`config.mk`:
```
export PLATFORM = sky130hd
export DESIGN_NAME = efpga_apb_lint_initiator
export DESIGN_NICKNAME = d
export VERILOG_FILES = /design/src/rtl/efpga_lint_pkg.sv /design/src/rtl/efpga_apb_lint_initiator_timeout_cnt.sv /design/src/rtl/efpga_apb_lint_initiator.sv
export SDC_FILE = /design/constraint.sdc
export NUM_CORES = 1
export LEC_CHECK = 0
export ABC_AREA = 1
export BUFFER_PORTS_ARGS = -buffer_cell sky130_fd_sc_hd__buf_4
export CORE_MARGIN = 2
export CORE_UTILIZATION = 48
export CTS_CLUSTER_SIZE = 24
export DETAILED_ROUTE_END_ITERATION = 10
export GPL_ROUTABILITY_DRIVEN = 0
export PLACE_DENSITY = 0.82
export SLEW_MARGIN = 15
export SYNTH_ARGS = -nofsm -noshare
export SYNTH_HDL_FRONTEND = slang
export SYNTH_HIERARCHICAL = 1
export SYNTH_SLANG_ARGS = --single-unit
```
`constraint.sdc`:
```
create_clock -name asic_clk_i -period 3.8 [get_ports asic_clk_i]
set_clock_uncertainty 0.05 [all_clocks]
set_input_delay 0.38 -clock asic_clk_i [delete_from_list [all_inputs] [get_ports asic_clk_i]]
set_output_delay 0.38 -clock asic_clk_i [all_outputs]
set_load 0.05 [all_outputs]
```
`src/rtl/efpga_lint_pkg.sv`:
```
// Shared types and constants for the APB-to-LINT initiator.
// Holds the FSM state encoding and the LINT idle/default field values.
package efpga_lint_pkg;

  typedef enum logic [2:0] {
    ST_IDLE  = 3'd0,
    ST_REQ   = 3'd1,
    ST_WAIT  = 3'd2,
    ST_RESP  = 3'd3,
    ST_DRAIN = 3'd4
  } lint_init_state_e;

  localparam logic        LINT_WEN_READ     = 1'b1;
  localparam logic [3:0]  LINT_BE_FULL      = 4'hF;
  localparam logic [31:0] ERR_RDATA_DEFAULT = 32'hBADACCE5;

  // Reads always fetch the full word; writes honour the APB strobes.
  function automatic logic [3:0] capture_be(input logic pwrite, input logic [3:0] pstrb);
    logic [3:0] be;
    if (pwrite) begin
      be = pstrb;
    end else begin
      be = LINT_BE_FULL;
    end
    return be;
  endfunction

endpackage

```
`src/rtl/efpga_apb_lint_initiator_timeout_cnt.sv`:
```
// Saturating down-counter used to bound the REQ, WAIT and DRAIN phases.
// Expiry is flagged on the cycle the count reaches zero, so the phase lasts exactly TIMEOUT_CYCLES.
module lint_timeout_cnt #(
  parameter int unsigned TIMEOUT_CYCLES = 255,
  parameter int unsigned CNT_W          = $clog2(TIMEOUT_CYCLES + 1)
) (
  input  logic             asic_clk_i,
  input  logic             rst_n,
  input  logic             load_i,
  input  logic             en_i,
  input  logic [CNT_W-1:0] load_val_i,
  output logic             expire_o
);

  logic [CNT_W-1:0] cnt_q;
  logic [CNT_W-1:0] cnt_d;

  // Next count: load wins, otherwise decrement and saturate at zero.
  always_comb begin
    cnt_d = cnt_q;
    if (load_i) begin
      cnt_d = load_val_i;
    end else if (en_i && (cnt_q != {CNT_W{1'b0}})) begin
      cnt_d = cnt_q - CNT_W'(1);
    end else begin
      cnt_d = cnt_q;
    end
  end

  // Count register.
  always_ff @(posedge asic_clk_i or negedge rst_n) begin
    if (!rst_n) begin
      cnt_q <= {CNT_W{1'b0}};
    end else begin
      cnt_q <= cnt_d;
    end
  end

  assign expire_o = en_i & (cnt_q <= CNT_W'(1));

endmodule

```
`src/rtl/efpga_apb_lint_initiator.sv`:
```
// APB slave to eFPGA LINT initiator: one LINT request per APB transfer, with a bounded
// timeout, an error response, and a drain phase that swallows a late orphaned r_valid.
module efpga_apb_lint_initiator
  import efpga_lint_pkg::*;
#(
  parameter int unsigned APB_ADDR_WIDTH = 20,
  parameter int unsigned TIMEOUT_CYCLES = 255,
  parameter logic [31:0] ERR_RDATA      = ERR_RDATA_DEFAULT
) (
  input  logic                      asic_clk_i,
  input  logic                      rst_n,
  input  logic [APB_ADDR_WIDTH-1:0] paddr_i,
  input  logic                      psel_i,
  input  logic                      penable_i,
  input  logic                      pwrite_i,
  input  logic [31:0]               pwdata_i,
  input  logic [3:0]                pstrb_i,
  output logic [31:0]               prdata_o,
  output logic                      pready_o,
  output logic                      pslverr_o,
  output logic                      lint_req_o,
  input  logic                      lint_gnt_i,
  output logic [31:0]               lint_add_o,
  output logic                      lint_wen_o,
  output logic [3:0]                lint_be_o,
  output logic [31:0]               lint_wdata_o,
  input  logic                      lint_r_valid_i,
  input  logic [31:0]               lint_r_rdata_i,
  output logic                      busy_o,
  output logic                      timeout_o
);

  localparam int unsigned      CNT_W    = $clog2(TIMEOUT_CYCLES + 1);
  localparam logic [CNT_W-1:0] CNT_LOAD = CNT_W'(TIMEOUT_CYCLES);

  lint_init_state_e state_q, state_d;
  logic        orphan_q,  orphan_d;
  logic        req_q,     req_d;
  logic [31:0] add_q,     add_d;
  logic        wen_q,     wen_d;
  logic [3:0]  be_q,      be_d;
  logic [31:0] wdata_q,   wdata_d;
  logic [31:0] prdata_q,  prdata_d;
  logic        pready_q,  pready_d;
  logic        pslverr_q, pslverr_d;
  logic        busy_q,    busy_d;
  logic        tmo_q,     tmo_d;
  logic        capture_s;
  logic        cnt_load_s;
  logic        cnt_en_s;
  logic        expire_s;

  assign cnt_en_s   = (state_q == ST_REQ) | (state_q == ST_WAIT) | (state_q == ST_DRAIN);
  assign cnt_load_s = (state_d != state_q) &
                      ((state_d == ST_REQ) | (state_d == ST_WAIT) | (state_d == ST_DRAIN));

  lint_timeout_cnt #(
    .TIMEOUT_CYCLES (TIMEOUT_CYCLES),
    .CNT_W          (CNT_W)
  ) u_timeout_cnt (
    .asic_clk_i (asic_clk_i),
    .rst_n      (rst_n),
    .load_i     (cnt_load_s),
    .en_i       (cnt_en_s),
    .load_val_i (CNT_LOAD),
    .expire_o   (expire_s)
  );

  // FSM next state and next values of every registered output.
  always_comb begin
    state_d   = state_q;
    orphan_d  = orphan_q;
    req_d     = req_q;
    prdata_d  = prdata_q;
    pready_d  = 1'b0;
    pslverr_d = 1'b0;
    tmo_d     = 1'b0;
    capture_s = 1'b0;
    case (state_q)
      ST_IDLE: begin
        if (psel_i && !penable_i) begin
          if (orphan_q) begin
            state_d = ST_DRAIN;
          end else begin
            capture_s = 1'b1;
            req_d     = 1'b1;
            state_d   = ST_REQ;
          end
        end else begin
          state_d = ST_IDLE;
        end
      end
      ST_REQ: begin
        // A grant that lands on the expiry cycle is still honoured.
        if (lint_gnt_i) begin
          req_d   = 1'b0;
          state_d = ST_WAIT;
        end else if (expire_s) begin
          req_d     = 1'b0;
          pready_d  = 1'b1;
          pslverr_d = 1'b1;
          tmo_d     = 1'b1;
          prdata_d  = (wen_q == LINT_WEN_READ) ? ERR_RDATA : 32'h0000_0000;
          state_d   = ST_RESP;
        end else begin
          state_d = ST_REQ;
        end
      end
      ST_WAIT: begin
        if (lint_r_valid_i) begin
          pready_d = 1'b1;
          prdata_d = (wen_q == LINT_WEN_READ) ? lint_r_rdata_i : 32'h0000_0000;
          state_d  = ST_RESP;
        end else if (expire_s) begin
          orphan_d  = 1'b1;
          pready_d  = 1'b1;
          pslverr_d = 1'b1;
          tmo_d     = 1'b1;
          prdata_d  = (wen_q == LINT_WEN_READ) ? ERR_RDATA : 32'h0000_0000;
          state_d   = ST_RESP;
        end else begin
          state_d = ST_WAIT;
        end
      end
      ST_RESP: begin
        state_d = ST_IDLE;
      end
      ST_DRAIN: begin
        // The late response is dropped; the held APB access phase supplies the new fields.
        if (lint_r_valid_i || expire_s) begin
          orphan_d  = 1'b0;
          tmo_d     = ~lint_r_valid_i;
          capture_s = 1'b1;
          req_d     = 1'b1;
          state_d   = ST_REQ;
        end else begin
          state_d = ST_DRAIN;
        end
      end
      default: begin
        req_d   = 1'b0;
        state_d = ST_IDLE;
      end
    endcase
    busy_d = (state_d != ST_IDLE) | orphan_d;
  end

  // Request fields are only sampled at the start of a LINT transaction.
  always_comb begin
    add_d   = add_q;
    wen_d   = wen_q;
    be_d    = be_q;
    wdata_d = wdata_q;
    if (capture_s) begin
      add_d   = 32'(paddr_i);
      wen_d   = ~pwrite_i;
      be_d    = capture_be(pwrite_i, pstrb_i);
      wdata_d = pwdata_i;
    end else begin
      add_d   = add_q;
    end
  end

  // State and output registers.
  always_ff @(posedge asic_clk_i or negedge rst_n) begin
    if (!rst_n) begin
      state_q   <= ST_IDLE;
      orphan_q  <= 1'b0;
      req_q     <= 1'b0;
      add_q     <= 32'h0000_0000;
      wen_q     <= LINT_WEN_READ;
      be_q      <= LINT_BE_FULL;
      wdata_q   <= 32'h0000_0000;
      prdata_q  <= 32'h0000_0000;
      pready_q  <= 1'b0;
      pslverr_q <= 1'b0;
      busy_q    <= 1'b0;
      tmo_q     <= 1'b0;
    end else begin
      state_q   <= state_d;
      orphan_q  <= orphan_d;
      req_q     <= req_d;
      add_q     <= add_d;
      wen_q     <= wen_d;
      be_q      <= be_d;
      wdata_q   <= wdata_d;
      prdata_q  <= prdata_d;
      pready_q  <= pready_d;
      pslverr_q <= pslverr_d;
      busy_q    <= busy_d;
      tmo_q     <= tmo_d;
    end
  end

  assign lint_req_o   = req_q;
  assign lint_add_o   = add_q;
  assign lint_wen_o   = wen_q;
  assign lint_be_o    = be_q;
  assign lint_wdata_o = wdata_q;
  assign prdata_o     = prdata_q;
  assign pready_o     = pready_q;
  assign pslverr_o    = pslverr_q;
  assign busy_o       = busy_q;
  assign timeout_o    = tmo_q;

endmodule

```
Word level (Yosys, flattened, before mapping)
Cells that the tools add are included.
{ "totals": {"register_bits": 106, "input_bits": 95, "output_inout_bits": 106, "word_cells": 89} }
{ "classes": {"add_sub_neg": 1, "magnitude_cmp": 1, "eq_ne": 13, "mux": 39, "bitwise_logic": 10, "reduce_logical": 12} }
{ "op_table": {"columns": ["op", "count"], "rows": [
  ["2-to-1 mux 32 bit", 5],
  ["case mux 32 bit (2 select lines)", 1],
  ["2-to-1 mux 1 bit", 18],
  ["2-to-1 mux 8 bit", 2],
  ["case mux 3 bit (4 select lines)", 1],
  ["== test 3 x 2 -> 1 bit, second input constant", 3],
  ["2-to-1 mux 3 bit", 3],
  ["<= comparator 8 x 1 -> 1 bit, second input constant", 1],
  ["case mux 1 bit (2 select lines)", 4],
  ["nonzero test 8 bit", 1],
  ["subtractor 8 x 1 -> 8 bit, second input constant", 1],
  ["== test 3 x 1 -> 1 bit, second input constant", 2],
  ["== test 3 bit, second input constant", 2],
  ["inequality test 2 bit, second input constant", 3],
  ["OR 1 bit", 5],
  ["AND reduction 5 bit", 1],
  ["2-to-1 mux 2 bit", 2],
  ["2-to-1 mux 4 bit", 1],
  ["case mux 1 bit (4 select lines)", 1],
  ["nonzero test 2 bit", 2],
  ["zero test 3 bit", 1],
  ["inequality test 3 bit", 1],
  ["inequality test 3 bit, second input constant", 1],
  ["NOT 1 bit", 3],
  ["9 further kinds", 11]
]} }

Longest topological paths before layout
Gate-level depths: netlist of the first run.
{ "logic_depth": {"ltp_word": 12, "mapped_depth": 19, "ltp_nobuf": 18} }

Hierarchy
The synthesis of the first run kept the hierarchy.
{ "modules_own_cells": {"columns": ["module", "instances", "cells_each", "area_per_inst_um2", "seq_area_each_um2"], "rows": [
  ["efpga_apb_lint_initiator", 1, 504, 4275.4, 2458.6],
  ["lint_timeout_cnt", 1, 86, 633.1, 200.2]
]} }

Least setup slack after synthesis of the first run
No wires, ideal clock.
{ "synth_path": {"path_kind": "reg-to-reg", "startpoint": "register state_q[0]", "endpoint": "register u_timeout_cnt.cnt_q[3]", "setup_ps": 68, "t_arrival_ps": 2495, "t_required_ps": 3682, "slack_ps": 1187, "stages_incl_launch_ff": 18, "period_less_slack_ps": 2613, "path_cell_list": "dfrtp_1 -> nor2_1 -> nand2_1 -> nand3_1 -> inv_1 -> nor3_1 -> nor2_2 -> nor2_1 -> nor2_2 -> buf_6 -> nand3_1 -> nand3_1 -> nand2_1 -> inv_1 -> buf_6 -> nor2_2 -> nand2_1 -> nand3_1"} }
{ "synth_between": {"elab_chain_len": 12, "elab_cells_between_ends": 24} }
{ "synth_rtl": {"columns": ["element", "line", "source"], "rows": [
  ["from (decl)", "efpga_apb_lint_initiator.sv:36", "lint_init_state_e state_q, state_d;"],
  ["from (signal assigned)", "efpga_apb_lint_initiator.sv:180", "state_q <= state_d;"],
  ["== test 3 x 1 -> 1 bit or == test 3 x 2 -> 1 bit (tied branches)", "efpga_apb_lint_initiator.sv:53", "assign cnt_en_s = (state_q == ST_REQ) | (state_q == ST_WAIT) | (state_q == ST_DRAIN);"],
  ["OR 1 bit", "efpga_apb_lint_initiator.sv:53", null],
  ["OR 1 bit *", "efpga_apb_lint_initiator.sv:53", null],
  ["named net cnt_en_s", "efpga_apb_lint_initiator.sv:50", "logic cnt_en_s;"],
  ["AND 1 bit *", "efpga_apb_lint_initiator_timeout_cnt.sv:39", "assign expire_o = en_i & (cnt_q <= CNT_W'(1));"],
  ["named net expire_s", "efpga_apb_lint_initiator.sv:51", "logic expire_s;"],
  ["2-to-1 mux 1 bit, or another cell as far along", "efpga_apb_lint_initiator.sv:114", "end else if (expire_s) begin"],
  ["2-to-1 mux 1 bit, or another cell as far along", "efpga_apb_lint_initiator.sv:110", "if (lint_r_valid_i) begin"],
  ["case mux 3 bit (4 select lines) *", "efpga_apb_lint_initiator.sv:79", "case (state_q)"],
  ["== test 3 x 1 -> 1 bit or == test 3 x 2 -> 1 bit (tied branches)", "efpga_apb_lint_initiator.sv:55", "((state_d == ST_REQ) | (state_d == ST_WAIT) | (state_d == ST_DRAIN));"],
  ["OR 1 bit (2 in series)", "efpga_apb_lint_initiator.sv:55", null],
  ["AND 1 bit *", "efpga_apb_lint_initiator.sv:54", "assign cnt_load_s = (state_d != state_q) &"],
  ["named net cnt_load_s", "efpga_apb_lint_initiator.sv:49", "logic cnt_load_s;"],
  ["2-to-1 mux 8 bit or nonzero test 2 bit (tied branches)", null, null],
  ["to (signal assigned)", "efpga_apb_lint_initiator_timeout_cnt.sv:33", "cnt_q <= {CNT_W{1'b0}};"],
  ["to (signal assigned)", "efpga_apb_lint_initiator_timeout_cnt.sv:35", "cnt_q <= cnt_d;"],
  ["to (decl)", "efpga_apb_lint_initiator_timeout_cnt.sv:15", "logic [CNT_W-1:0] cnt_q;"]
]} }
The timed path passes the listed nets; every way through them passes the cells marked *.
A chain may end at the register's enable or synchronous reset.

Final worst setup path of the first run
{ "layout_path": {"startpoint": "register u_timeout_cnt.cnt_q[0]", "endpoint": "register u_timeout_cnt.cnt_q[7]"} }
{ "layout_between": {"elab_chain_len": 10, "elab_cells_between_ends": 22} }
{ "layout_rtl": {"columns": ["element", "line"], "rows": [
  ["<= comparator 8 x 1 -> 1 bit *", "efpga_apb_lint_initiator_timeout_cnt.sv:39"],
  ["AND 1 bit *", "efpga_apb_lint_initiator_timeout_cnt.sv:39"],
  ["named net expire_s", "efpga_apb_lint_initiator.sv:51"],
  ["2-to-1 mux 1 bit, or another cell as far along", "efpga_apb_lint_initiator.sv:114"],
  ["2-to-1 mux 1 bit, or another cell as far along", "efpga_apb_lint_initiator.sv:110"],
  ["case mux 3 bit (4 select lines) *", "efpga_apb_lint_initiator.sv:79"],
  ["== test 3 x 1 -> 1 bit or == test 3 x 2 -> 1 bit (tied branches)", "efpga_apb_lint_initiator.sv:55"],
  ["OR 1 bit (2 in series)", "efpga_apb_lint_initiator.sv:55"],
  ["AND 1 bit *", "efpga_apb_lint_initiator.sv:54"],
  ["named net cnt_load_s", "efpga_apb_lint_initiator.sv:49"],
  ["2-to-1 mux 8 bit or nonzero test 2 bit (tied branches)", null]
]} }
The timed path passes the listed nets; every way through them passes the cells marked *. The select of a mux whose other input is x is not followed.

==> metrics.txt, run 1 <==
post-synthesis compound-gate area fraction=0.06373; antenna-violating nets left=0; Overall Global Routing Usage=0.2285; input/output buffers=between 150 and 200; initial antenna violation count=0; CORE AREA=9864 µm²; Via density=approximately 4.8; PnR Total Power=around 6.5 mW; drt wl/cell=about 14 µm; largest net degree at the start of global routing=67; f_max=between 200 and 300 MHz; Critical Path Start=u_timeout_cnt/cnt_q[0]; pwr dens=between 900 and 1000 nW/µm²; Required @ worst endpoint=a little over 4 ns; first drt pass iteration count=7; die area=11050 µm²; Worst Tran Pin Value=roughly 0.79 ns; area of the mapped netlist=4908 µm²; syn avg cell area=between 8 and 9 µm²; Die W=approximately 110 µm; Peak supply drop=between 0.0006 and 0.0007 V; RSZ-0062 raised after global routing=no; Final nets=about 900; Post-Place Cells=899; endpoint class of the critical path=flip-flop; initial core utilization=0.4976; post-synthesis simple-gate area fraction=0.2720; end point of the critical path=u_timeout_cnt/cnt_q[7]; Residual DRC=0; LEAKAGE=3.639 nW; fin cells=916; GRT Residual Overflow=0; clock transition at the registers of the reported paths=around 0.10 ns; largest family of logic cells by synthesized area=simple AND/OR/NAND/NOR gates; status=finished clean; CTS Buf Count=9; # clock sinks=about 110; # fillers=between 700 and 800; startpoint types=flip-flop; worst reg2reg path startpoint=u_timeout_cnt/cnt_q[0]; total I/O pin count=roughly 200; vias=4418; global-route wire length before repair=20390 µm; WS Path Type=flip-flop to flip-flop; Slew Limit Fails=0; layout cell share with drive strength beyond 1=0.3027; Reg2Reg Setup Slack=~0.34 ns; row cnt=36; xor/xnor share of the synthesized area=0.005353; MaxCap Viol Count=0; First DRT Iteration DRCs=between 200 and 300; fraction of synthesized area in multiplexers=0; total negative slack=0 ns; final worst path period share=0.9099; ANT cells=0; Clock Tree Buf Depth=2; Post-DP HPWL=roughly 9000 µm; Slew HR=0.4707; Finish-stage setup viols=0; worst reg2reg path endpoint=u_timeout_cnt/cnt_q[7]; Area Growth Syn to Fin=33.52%; worst reg2reg path depth=16; critical path arrival=between 3 and 4 ns; Root Buffer=clkbuf_8; WL final=12380 µm; Worst-Skew Late Latency=roughly 0.36 ns; CP max FO=between 60 and 70; vias in the first global route=around 4200; CTS tree=built; Die Y=105.1 µm; post-layout min period=about 3.5 ns; hold_sp=pwrite_i; worst hold margin=about 0.13 ns; count of final hold-check violations=0; Synth cell types=30; H-tree levels=3; Synth warnings=6; synthesized flop and latch total=approximately 110; HP Class=input port to flip-flop; sequential cell area fraction in the yosys report=0.5417; Syn Inst Count=590; Synth Area in Adders=0.005098
registers in the layout, summed over array words and instances (netlist names):
signal               flops
orphan_q                 1
prdata_o                32
lint_wdata_o            32
lint_add_o              20
pslverr_o                1
lint_be_o                4
busy_o                   1
u_timeout_cnt/cnt_q      8
timeout_o                1
pready_o                 1
state_q                  3
lint_wen_o               1
lint_req_o               1
Yosys cell counts (all sizes together):
cell	number	area, µm²
ha	2	25.02
nand2	242	925.9
o21ai	16	98.85
inv	73	274.0
conb	2	7.510
nor3	3	15.01
buf	32	254.0
o2111ai	1	8.760
o22ai	32	200.2
dfstp	5	131.4
nor2	28	153.9
nand3	42	220.2
clkbuf	4	15.01
or2	2	12.51
dfrtp	101	2527
nand3b	1	7.510
a21oi	1	5.000
xor2	3	26.28
critical path: stages, from the launching register on:
cell and delay (ns):
dfrtp_1 0.39, inv_1 0.09, ha_1 0.28, o21ai_0 0.28, nor3_2 0.12, nor2_2 0.25
nor2_1 0.12, nor2_4 0.12, buf_4 0.51, nand3_1 0.16, nand3_1 0.12, nand2_1 0.06
inv_1 0.37, inv_1 0.19, nand2_2 0.15, nand3_1 0.09, nand2_1 0.06
final cells by class:
class,count,area [µm²],area share
Sequential cell,106,2659,0.4057
Clock buffer,11,141.4,0.02157
Tap cell,133,166.4,0.02539
Clock inverter,5,62.56,0.009546
Inverter,73,274.0,0.04181
Timing Repair Buffer,195,1466,0.2237
Multi-Input combinational cell,393,1784,0.2722
cell usage in the layout, fill, tap and decap left out, types with 3 or more instances in the layout:
cell type | synthesis | routed
nand2_1 | 237 | 237
buf_4 | 15 | 194
dfrtp_1 | 101 | 101
inv_1 | 71 | 71
nand3_1 | 40 | 40
o22ai_1 | 32 | 32
nor2_1 | 20 | 20
conb_1 | 2 | 20
o21ai_0 | 12 | 12
clkbuf_8 | 0 | 10
dfstp_2 | 5 | 5
nor2_4 | 3 | 4
nand2_2 | 4 | 4
nor2_2 | 4 | 3
xor2_1 | 3 | 3
where the power goes:
group / leakage, nW / total [mW] / switching [mW] / internal (mW)
combinational: 2.19 / 3.82 / 2.70 / 1.11
sequential: 1.35 / 1.99 / 0.342 / 1.64
clock: 0.101 / 0.716 / 0.388 / 0.328
total: 3.64 / 6.52 / 3.43 / 3.08
through the flow:
| stage | setup slack, ns | cell area [µm²] | utilization |
|---|---|---|---|
| after floorplan | 1.187 | 4976 | - |
| after global placement | 0.5764 | 6335 | 0.6422 |
| after detailed placement | 0.3242 | 6335 | 0.6422 |
| after CTS | 0.2774 | 6549 | 0.6639 |
| after global routing | 0.005789 | 6554 | 0.6644 |
| final | 0.3422 | 6554 | 0.6644 |
worst min path at each step:
stage / endpoint / slack, ns / cells after the start
after floorplan: busy_o / 0.03 / 0
after CTS: lint_wen_o / 0.12 / 2
final: lint_wen_o / 0.13 / 2
after detailed placement: lint_wdata_o[31] / 0.36 / 1
after global placement: lint_wdata_o[31] / 0.36 / 1
after global routing: lint_wen_o / 0.13 / 2
repair_timing:
item / in CTS / in global routing
resized for setup: 0 / 1
setup buffers: 0 / 0
hold endpoints to repair: 44 / 0
hold buffers: 1 / 0
endpoints found under the setup margin: 0 / 8
cells by family after synthesis:
group / after synthesis
AOI/OAI and AO/OA: 50
adders and majority gates: 2
buffers and inverters: 109
DFF: 106
other: 2
xor gates and xnor gates: 3
and+or+nand+nor: 318
per-layer routing:
| layer | GRT usage | wire length [µm] | vias up | part of all wire |
|---|---|---|---|---|
| li1 | - | - | 2166 | - |
| met1 | 0.2954 | 5018 | 2053 | 0.41 |
| met2 | 0.3896 | 6392 | 185 | 0.52 |
| met3 | 0.04367 | 771 | 14 | 0.062 |
| met4 | 0.06952 | 197 | 0 | 0.016 |
| met5 | 0 | 0 | - | 0 |
(Power assumes the default switching activity.)
==> run 2, diff against run 1 <==
CELL_PAD_IN_SITES_DETAIL_PLACEMENT = 0   (was not set)
CELL_PAD_IN_SITES_GLOBAL_PLACEMENT = 1   (was not set)
CORE_UTILIZATION = 34   (was 48)
PLACE_DENSITY = 0.81   (was 0.82)
==> run 2 against run 1 <==
  * Sequential power barely moved
  * Die area rose by 39%
  * Sequential share of layout area fell by 1.0 points
  * Critical path depth rose by 1
  * Fmax rose by 9.0%
  * Core utilization fell by 18 points
  * Worst setup slack improved by 0.29 ns
  * Critical endpoint unchanged
  * Highest routed layer unchanged
==> metrics.txt, run 2 (synthesis results as in run 1) <==
status=finished clean; Area Growth Syn to Fin=36.91%; total negative slack=0 ns; largest net degree at the start of global routing=63; RSZ-0062 raised after global routing=no; hold_sp=pwrite_i; First DRT Iteration DRCs=between 200 and 300; ANT cells=0; total I/O pin count=about 200; vias=between 4000 and 5000; WL final=~13000 µm; slowest stage delay, CP=0.43 ns; hold depth=2; input/output buffers=roughly 190; H-tree levels=3; f_max=around 320 MHz; Via density=around 4.5; drt wl/cell=13.07 µm; layout cell share with drive strength beyond 1=0.3018; post-layout min period=about 3.2 ns; Final Util=0.4804; Reg2Reg Setup Slack=0.63 ns; crit-path leading delay family=simple AND/OR/NAND/NOR gates; Die Y=124.2 µm; Peak supply drop=a little under 0.0004 V; Finish-stage setup viols=0; CORE AREA=13990 µm²; CTS Buf Count=9; Residual DRC=0; pwr dens=slightly above 1000 nW/µm²; startpoint types=flip-flop; Worst-Skew Late Latency=0.35 ns; WS Path Type=flip-flop to flip-flop; worst hold margin=~0.14 ns; CP dominant cell by count=nand2_1; final worst path period share=0.8344; vias in the first global route=between 3000 and 4000; Hold EP=lint_wen_o; # Post-CTS Setup Buffers=0; LEAKAGE=~3.7 nW; P_int=around 3.3 mW; row cnt=between 40 and 50; global-route wire length before repair=19030 µm; HP Class=input port to flip-flop; Slew HR=0.4634; Post-DP HPWL=9151 µm; endpoint class of the critical path=flip-flop; Final nets=~900; Overall Global Routing Usage=0.1585; Root Buffer=clkbuf_16; MaxCap Viol Count=0; most common cell after layout, fill and taps aside=nand2_1; CP max FO=11; combinational share of power=0.560; CTS tree=built; Required @ worst endpoint=4.04 ns; worst reg2reg path endpoint=u_timeout_cnt/cnt_q[7]; count of final hold-check violations=0; critical path, cell by cell=nor2_1, nand2_1, nand3_1, inv_1, nor3_2, nor2_2, nor2_1, nor2_4, nand2_1, nand2_1, nand3_1, nand2_1, inv_1, inv_1, nand2_2, nand3_1, nand2_1; worst path bufs/invs=3; critical path's slowest cell=dfrtp_1; Slew Limit Fails=0; antenna-violating nets left=0; initial antenna violation count=0; GRT Residual Overflow=0; fin cells=962; die area=~15000 µm²; initial core utilization=0.3509; worst reg2reg path depth=17; Post-Place Cells=945; sequential share of power=0.293; Clock Tree Buf Depth=2; worst reg2reg path startpoint=state_q[0]; first drt pass iteration count=4; Sw Share=0.5070; # clock sinks=between 100 and 150; Worst Tran Pin Value=a little over 0.8 ns; most frequent cells in the layout=nand2_1 (237), buf_4 (193), dfrtp_1 (101); Die W=around 120 µm; critical path arrival=3.41 ns; clock transition at the registers of the reported paths=approximately 0.07 ns; P_sw=approximately 3.4 mW; Clock power frac=0.147
run 2: final cells by class:
type                       instances  area, µm²
inverter                          73      274.0
sequential                       106       2659
tap                              180      225.2
clock buffer                      10      229.0
multi-input combinational        393       1784
fill                            1399       7268
timing repair buffer             194       1459
clock inverter                     6      90.09
run 2: power by group through the flow:
stage / sequential (mW) / combinational (mW) / clock [mW]
after global placement: 1.98 / 3.76 / 0
after floorplan: 3.48 / 1.23 / 0
after detailed placement: 2.00 / 3.81 / 0
after global routing: 2.04 / 4.08 / 1.07
final: 1.98 / 3.79 / 0.994
after CTS: 1.99 / 3.82 / 1.02
run 2: metal layers:
metal | GRT usage | share of wire | vias to the layer above
met4 | 0.06461 | 0.015 | 0
met1 | 0.2089 | 0.43 | 1981
met2 | 0.2544 | 0.49 | 144
met5 | 0 | 0 | -
met3 | 0.03297 | 0.071 | 13
li1 | - | - | 2177
run 2: how the worst max path moves through the flow:
| stage | start | end | slack (ns) | cells after the start |
|---|---|---|---|---|
| after floorplan | state_q[0] | u_timeout_cnt/cnt_q[3] | 1.19 | 17 |
| after global placement | state_q[0] | u_timeout_cnt/cnt_q[7] | 0.74 | 17 |
| after detailed placement | state_q[0] | u_timeout_cnt/cnt_q[5] | 0.45 | 17 |
| after CTS | state_q[0] | u_timeout_cnt/cnt_q[1] | 0.44 | 17 |
| after global routing | state_q[0] | u_timeout_cnt/cnt_q[1] | 0.18 | 17 |
| final | state_q[0] | u_timeout_cnt/cnt_q[7] | 0.63 | 17 |
run 2: metrics by stage:
step	power, mW	instance area, µm²	setup slack (ns)
2_1_floorplan	4.715	4976	1.187
3_3_place_gp	5.746	6386	0.7362
3_5_place_dp	5.809	6386	0.4484
4_1_cts	6.827	6715	0.4356
5_1_grt	7.197	6720	0.1812
6_report	6.769	6720	0.6291
run 2: timing repair:
item                                    in CTS  in global routing
endpoints found under the setup margin       0                  3
hold endpoints to repair                    22                  0
gates resized for setup                      0                  1
hold buffers                                 1                  0
run 2: worst reg2reg max path, delay by kind of cell (launching register included):
kind	cells	cell delay, ns
AND/OR/NAND/NOR	14	1.99
flip-flops	1	0.43
buffers and inverters	3	0.65
==> run 3, diff against run 2 <==
clock period = 3.1 ns   (was 3.8 ns; I/O delays follow)
==> run 3 against run 2 <==
  * Critical path depth is 1 higher
  * Count of clock-buffer cells in the layout is 1 higher
  * Die area stayed put
  * Sequential power is 23% higher
  * Sequential share of layout area hardly changed
  * Hold slack worse by 0.055 ns
  * Worst setup slack worse by 0.34 ns
  * Fmax is 13% higher
  * Global-route usage is 0.22 points higher
  * Final area hardly changed
==> metrics.txt, run 3 (synthesis results as in run 1) <==
Area Growth Syn to Fin=37.01%; vias in the first global route=between 4000 and 5000; vias=4404; MaxCap Viol Count=0; count of final hold-check violations=0; Required @ worst endpoint=around 3.3 ns; worst hold margin=0.08693 ns; total I/O pin count=~200; Root Buffer=clkbuf_16; antenna-violating nets left=0; Residual DRC=0; Clock power frac=0.135; startpoint types=flip-flop; register area=between 2000 and 3000 µm²; combinational share of power=0.568; hold_sp=pwrite_i; Die Y=around 120 µm; global-route wire length before repair=19410 µm; CP max FO=9; Overall Global Routing Usage=0.1607; Final Util=0.4808; Sw Share=0.5136; Worst Tran Pin Value=0.7972 ns; critical path, cell by cell=nor2_2, nand2_1, nand3_1, inv_1, nor3_1, buf_4, nor2_2, nor2_1, nor2_4, nand2_1, nand2_1, nand3_1, nand2_1, inv_1, buf_4, nor2_1, o21ai_0, nand3_1; Clock Tree Buf Depth=2; ANT cells=0; final worst path period share=0.9074; PnR Total Power=around 8.2 mW; critical path arrival=2.98 ns; WS Path Type=flip-flop to flip-flop; CP dominant cell by count=nand2_1; H-tree levels=3; worst path bufs/invs=4; Via density=between 4 and 5; worst reg2reg path startpoint=state_q[0]; GRT Residual Overflow=0; row cnt=between 40 and 50; slowest stage delay, CP=roughly 0.44 ns; initial antenna violation count=0; pwr dens=approximately 1200 nW/µm²; WL final=between 10000 and 15000 µm; f_max=roughly 360 MHz; largest net degree at the start of global routing=roughly 110; Worst-Skew Late Latency=between 0.3 and 0.4 ns; status=finished clean; first drt pass iteration count=4; post-layout min period=around 2.8 ns; Critical Path Start=state_q[0]; # clock sinks=106; Die W=124.2 µm; CTS Buf Count=9; drt wl/cell=roughly 13 µm; # fillers=around 1400; Peak supply drop=between 0.0005 and 0.0006 V; CTS tree=built; Slew HR=0.4685; total negative slack=0 ns; LEAKAGE=roughly 3.7 nW; HP Class=input port to flip-flop; endpoint class of the critical path=flip-flop; crit-path leading delay family=simple AND/OR/NAND/NOR gates; die area=approximately 15000 µm²; most frequent cells in the layout=nand2_1 (237), buf_4 (191), dfrtp_1 (101); Post-DP HPWL=approximately 9000 µm; CORE AREA=roughly 14000 µm²; Finish-stage setup viols=0; sequential share of power=0.297; critical path's slowest cell=dfrtp_1; P_sw=4.222 mW; layout cell share with drive strength beyond 1=0.3031; Slew Limit Fails=0; P_int=approximately 4.0 mW; First DRT Iteration DRCs=299; Multi-input gate area=~1800 µm²; initial core utilization=0.3509; most common cell after layout, fill and taps aside=nand2_1; clock transition at the registers of the reported paths=around 0.070 ns; Final nets=slightly below 900; input/output buffers=roughly 190; RSZ-0062 raised after global routing=no
-- run 3: cell count changes in the layout (fill, tap and decap cells not counted), moves of 2 or more --
cell / change
clkinvlp_4: +2
inv_6: +2
bufinv_16: -2
buf_12: +2
buf_4: -2
clkbuf_8: +2
clkinv_2: -2
-- run 3: path summary, 6_finish.rpt --
kind	slack, ns	endpoint	cells past startpoint
min in group asynchronous	0.50	lint_wdata_o[13]	3
worst max-delay path	0.29	u_timeout_cnt/cnt_q[4]	18
worst max register to register	0.29	u_timeout_cnt/cnt_q[4]	18
worst min register to register	0.43	lint_wdata_o[11]	2
max in group asynchronous	2.04	prdata_o[23]	3
worst min-delay path	0.09	lint_wen_o	2
-- run 3: layout make-up --
class                           count  share of cell area
Clock buffer                       11             0.03758
Clock inverter                      4            0.004837
Inverter                           73             0.04074
Multi-Input combinational cell    393              0.2657
Sequential cell                   106              0.3953
Tap cell                          180             0.03349
Timing Repair Buffer              195              0.2223
-- run 3: metal layers --
| layer | wire length (µm) | vias up | share of wire | global-route usage |
|---|---|---|---|---|
| li1 | - | 2168 | - | - |
| met1 | 5449 | 2052 | 0.43 | 0.2116 |
| met2 | 6025 | 163 | 0.47 | 0.2534 |
| met3 | 947 | 21 | 0.075 | 0.04167 |
| met4 | 290 | 0 | 0.023 | 0.06250 |
| met5 | 0 | - | 0 | 0 |
-- run 3: power groups by stage --
stage / Sequential [mW] / Clock (mW) / Combinational (mW)
6_report: 2.44 / 1.11 / 4.67
2_1_floorplan: 4.27 / 0 / 1.51
3_3_place_gp: 2.45 / 0 / 4.63
4_1_cts: 2.44 / 1.14 / 4.70
5_1_grt: 2.51 / 1.20 / 5.03
3_5_place_dp: 2.45 / 0 / 4.69
-- run 3: stage by stage --
stage	cells	instance area, µm²	worst slack (ns)
5_1_grt	962	6725	0.008592
4_1_cts	962	6714	0.2312
6_report	962	6725	0.2872
3_3_place_gp	946	6419	0.3025
3_5_place_dp	946	6419	0.2394
2_1_floorplan	608	4976	0.4868
-- run 3: timing repair --
item / in CTS / in global routing
resized for setup: 0 / 3
setup buffers: 0 / 0
hold endpoints to repair: 3 / 0
endpoints found under the setup margin: 0 / 8
hold buffers: 1 / 0
-- run 3: worst register-to-register path: cells and delay by family, from the launching register on --
kind / cells / cell delay [ns]
AND/OR/NAND/NOR: 13 / 1.55
flip-flops: 1 / 0.44
buffers and inverters: 4 / 0.58
AO/OA/AOI/OAI: 1 / 0.07
